--- config.mk ---
export PLATFORM = sky130hd
export DESIGN_NAME = contador_param
export DESIGN_NICKNAME = d
export VERILOG_FILES = /design/src/rtl/contador_param.sv
export SDC_FILE = /design/constraint.sdc
export NUM_CORES = 1
export LEC_CHECK = 0
export CELL_PAD_IN_SITES_DETAIL_PLACEMENT = 1
export CELL_PAD_IN_SITES_GLOBAL_PLACEMENT = 2
export CORE_ASPECT_RATIO = 1.5
export CORE_MARGIN = 1
export CORE_UTILIZATION = 34
export DETAILED_ROUTE_END_ITERATION = 10
export GPL_TIMING_DRIVEN = 1
export PLACE_DENSITY = 0.85
export SLEW_MARGIN = 20
export SYNTH_ARGS = -nofsm -noshare
export SYNTH_HDL_FRONTEND = slang
export SYNTH_SLANG_ARGS = --single-unit
--- constraint.sdc ---
create_clock -name clk -period 5.83 [get_ports clk]
set_input_delay 1.166 -clock clk [delete_from_list [all_inputs] [get_ports clk]]
set_output_delay 1.166 -clock clk [all_outputs]
set_load 0.05 [all_outputs]
--- src/rtl/contador_param.sv ---
// Parametrised up/down counter with parallel load, optional saturation and a
// combinational carry-out so several stages can be chained into a wider counter.
module contador_param #(
   parameter int unsigned WIDTH   = 32,
   parameter int unsigned D_WIDTH = 4,
   parameter int unsigned STEP    = 3
) (
   input  logic               clk,
   input  logic               reset,
   input  logic               enable,
   input  logic               cin,
   input  logic               sat,
   input  logic [1:0]         mode,
   input  logic [D_WIDTH-1:0] D,
   output logic [WIDTH-1:0]   Q,
   output logic               load,
   output logic               rco,
   output logic               co
);

   localparam logic [1:0] MODE_UP    = 2'b00;
   localparam logic [1:0] MODE_DOWN  = 2'b01;
   localparam logic [1:0] MODE_STEP  = 2'b10;
   localparam logic [1:0] MODE_LOAD  = 2'b11;

   localparam logic [WIDTH-1:0] MAX_VAL  = {WIDTH{1'b1}};
   localparam logic [WIDTH-1:0] ZERO_VAL = '0;
   localparam logic [WIDTH-1:0] STEP_VAL = WIDTH'(STEP);

   logic [WIDTH-1:0] q_next;
   logic             load_next;
   logic             rco_next;
   logic             bnd;

   // bnd marks a count that would cross the range limit for the current mode
   always_comb begin
      bnd = 1'b0;
      case (mode)
         MODE_UP:   bnd = (Q == MAX_VAL);
         MODE_DOWN: bnd = (Q == ZERO_VAL);
         MODE_STEP: bnd = (Q < STEP_VAL);
         default:   bnd = 1'b0;
      endcase
   end

   always_comb begin
      q_next    = Q;
      load_next = 1'b0;
      rco_next  = 1'b0;
      if (enable) begin
         if (mode == MODE_LOAD) begin
            q_next    = WIDTH'(D);
            load_next = 1'b1;
         end else if (cin) begin
            rco_next = bnd;
            case (mode)
               MODE_UP:   q_next = (bnd && sat) ? MAX_VAL  : Q + 1'b1;
               MODE_DOWN: q_next = (bnd && sat) ? ZERO_VAL : Q - 1'b1;
               MODE_STEP: q_next = (bnd && sat) ? ZERO_VAL : Q - STEP_VAL;
               default:   q_next = Q;
            endcase
         end
      end
   end

   always_ff @(posedge clk) begin
      if (!reset) begin
         Q    <= '0;
         load <= 1'b0;
         rco  <= 1'b0;
      end else begin
         Q    <= q_next;
         load <= load_next;
         rco  <= rco_next;
      end
   end

   // Unregistered so the next stage sees the carry in the same cycle
   assign co = enable & cin & ~sat & bnd;

endmodule

Yosys cells after proc, flatten, opt, wreduce, memory -nomap -nowiden. Cells that the tools add are included.

Logic and storage cells: 34. Bits in registers: 34. Output and inout port bits: 35. Bits of input ports: 11.

Bitwise gates (word level): 7. Muxes and demuxes: 8. Reductions and logical operators: 8. Add/subtract/negate cells: 3. Equality and inequality tests: 4. Magnitude comparators: 1.

Operator list (count): $mux 32 (5); $pmux 32 s3 (1); $add 32x1->32 const B (1); $eq 32x32->1 const B (1); $logic_not 32->1 (1); $lt 32x2->1 const B (1); $sub 32x1->32 const B (1); $sub 32x2->32 const B (1); $eq 2x2->1 const B (2); $not 1->1 (4); $reduce_bool 4->1 (1); $reduce_or 4->1 (1); $and 1x1->1 (3); $pmux 1 s3 (1); $reduce_and 3->1 (1); $eq 2x1->1 const B (1); $logic_not 2->1 (1); $reduce_and 2->1 (1); $reduce_bool 2->1 (1); $logic_and 1x1->1 (1); $mux 1 (1).

Depth between registers and ports, before layout.
Depth after elaboration: 7. Gate-level depth with buffers: 11. Mapped depth without buffers: 9.

Least setup slack after synthesis. Ideal clock, no wire load.

Path kind: input to output. From: in mode[0]. To: out co. Stages: 8. Path buffers: 1. Data arrival time: 3.469 ns. Setup slack: 1.195 ns. Data required time: 4.664 ns. Cells stage by stage: inv_1 ha_1 clkbuf_1 nand2b_1 a211o_1 nor4_2 nor2_1 nor3_1.

Word-level cells in the longest chain between the ends: 3. Elaborated cells between the ends (all ways): 5. Classes of those cells: 2 x eq/ne; 1 x mux; 1 x bitwise; 1 x reduce/logical.

Ends and longest elaborated chain: from (decl) (RTL line 13) `input logic [1:0] mode,`; $eq 2x2->1, or another cell as far along (RTL line 38) `case (mode)`; $pmux 1 s3 * (RTL line 38); $and 1x1->1 * (RTL line 79) `assign co = enable & cin & ~sat & bnd;`; to (decl) (RTL line 18) `output logic co`.

Mark *: on every way between the ends. The rest lies on a longest branch, timed or not.

Worst setup path in the final report.
From: in mode[1]. To: out co.

The elaborated chain is that of the path after synthesis.

==> results.md <==
* Status: completed
* Clk sink count at 34
* H-tree levels at 2
* Synth warnings at 0
* Cell variety after synth at 68
* Pwr Density at 211 mW/mm^2
* Worst setup path start: mode[1]
* Post-CTS setup buffers at 0
* Slew HR at 24.8%
* Core area at 0.0106 sq mm
* Grt total ovfl at 0
* Pleak at 0.00152 uW
* Global Route Usage Sum at 31.1%
* Share of layout cells above drive strength 1 at 5.37%
* TritonCTS clock tree: done
* Antenna Nets Post-Route at 0
* Synthesized cell area at 0.00374 sq mm
* Seq/Total Area, Yosys at 18.2%
* Clock Tree Buf Depth at 2
* Synthesized flop and latch total at 34
* CTS buffer count at 5
* Max Slew Vio Count at 0
* Vias in the first global route at 4634
* Post-DP HPWL at 12200 microns
* Final setup fails at 0
* Commonest non-fill, non-tap cells in the layout: o21ai_0, nand2_1, clkdlybuf4s50_1
* Synthesized instance count at 567
* Worst path required time at 4.66 ns
* Worst-path clk slew at 0.06 ns
* Worst-path fanout max at 27
* Period minus WS final at 4.71 ns
* Least-Margin Pin Slew at 1.12 ns
* Initial antenna violation count at 0
* Layout Utilization at 40.9%
* Most used cell, CP: buf_4
* Fin nets at 595
* Initial Util at 35.1%
* Die X at 87.6 microns
* Via count at 4636
* Die ar. at 0.0114 sq mm
* Via/cell ratio at 6.43
* Post-synth ARST share at 0%
* Largest net degree at the start of global routing at 29
* Placed insts at 714
* Setup TNS at 0 ns
* Overall Power at 918 uW
* Clk root buf: clkbuf_16
* Syn_nets at 585
* First-pass GRT wire length at 26500 microns
* Clk_skew at 0.00401 ns
* Crit-path max cell delay at 0.45 ns
* Fmax at 213 MHz
* Hold Violations, Final at 0
* Die H at 130 microns
* Most common cell after layout, fill and taps aside: o21ai_0
* Clock insertion delay at the later pin of the skew report at 0.29 ns
* Number of synthesized flops with an enable pin at 0
* Unrepaired setup endpoints after global routing: false
* Hold path start: Q[26]$_SDFFE_PN0P_
* Crit start category: input port
* Slowest stage cell, crit path: clkdlybuf4s50_1
* Hold crit path type: reg2reg
* Non-filler cells, final at 721
* Area grow syn2layout at 16.6%
* MaxCap Viol Count at 0
* Hold_ws at 0.619 ns
* WL final at 17100 microns
* Critical path type: in2out
* Top_reg_cell synth: dfxtp_1
* DR WL/cell at 23.7 microns
* Worst r2r src: Q[1]$_SDFFE_PN0P_
* Gpl congestion at 0.986
* Peak supply drop at 0.0000985 V
* Port Buffers at 45
* # DRC at 0
* Worst EP arrival at 3.54 ns
* Ant. Diodes at 0
* # IOs at 46
* DR iter-0 viols at 317
* Hold_buf cts at 0
* Final Cycle Share at 80.7%
* CP Cell Sequence: clkdlybuf4s50_1 > inv_1 > ha_1 > buf_4 > nand2_1 > a211o_1 > nor4_2 > nor2_1 > nor3_1 > buf_4
* Syn Area/Cell at 6.59 sq um
* FP Rows at 46
* CP Capture Type: primary output
* DRT Pass-1 Iters at 5
* Cts repair resizes at 0
[through the flow]
step,area [sq um],setup WS (ns)
global placement,4220,1.25
CTS,4360,1.13
detailed placement,4220,1.14
global route,4360,0.941
finish,4360,1.12
floorplan,3740,1.19
[cells in the mapped netlist, drive strengths merged, types with 14 or more instances]
cell / number / area share, %
dfxtp: 34 / 18
nand2: 54 / 5.4
nor2: 42 / 4.4
clkbuf: 40 / 4.0
a21oi: 41 / 5.7
and3: 14 / 2.3
a31oi: 19 / 3.2
nand3: 27 / 3.6
o21ai: 73 / 9.8
nand4: 16 / 2.7
nor3: 30 / 4.2
[flip-flops by register name, summed over array words and instances, names as in the netlist]
register  cells
Q            32
load          1
rco           1
[kinds of logic (layout without fill, tap and decap cells)]
group	Yosys count	in the layout	synth area share, %
buf+inv	66	76	7.33
simple gates	246	246	34.8
flops	34	34	18.2
fa+ha+maj	7	7	2.34
mux	1	1	0.268
compound gates	206	206	35.4
xor+xnor	7	7	1.64
[final timing paths]
kind	slack, ns	cells after the start	endpoint
max	1.12	10	co
min	0.62	2	Q[26]$_SDFFE_PN0P_
max reg2reg	1.88	7	Q[0]$_SDFFE_PN0P_
min reg2reg	0.62	2	Q[26]$_SDFFE_PN0P_
[area by class of cell]
| class | count | area [sq um] |
|---|---|---|
| clock buffers | 7 | 133 |
| fillers | 1360 | 6290 |
| inverters | 14 | 52.6 |
| multi-input cells | 467 | 2790 |
| flip-flops and latches | 34 | 681 |
| well taps | 144 | 180 |
| repair buffers | 55 | 523 |
[routing by layer]
metal,vias to the layer above,global-route usage (%),routed length [microns]
met1,2256,36.9,6890
met4,0,18.4,862
met3,56,4.21,805
met5,-,0,0
li1,2173,-,-
met2,151,52.8,8550
[power breakdown]
| part | switching, uW | internal [uW] |
|---|---|---|
| clock network | 113 | 157 |
| registers | 25.9 | 240 |
| logic | 253 | 128 |
[worst max-delay path, delay by kind of cell]
family / cells / cell delay (ns)
AO/OA/AOI/OAI: 1 / 0.32
adder cells (fa/ha/maj): 1 / 0.16
buffers and inverters: 4 / 1.08
AND/OR/NAND/NOR: 4 / 0.83
(Power assumes the default switching activity.)
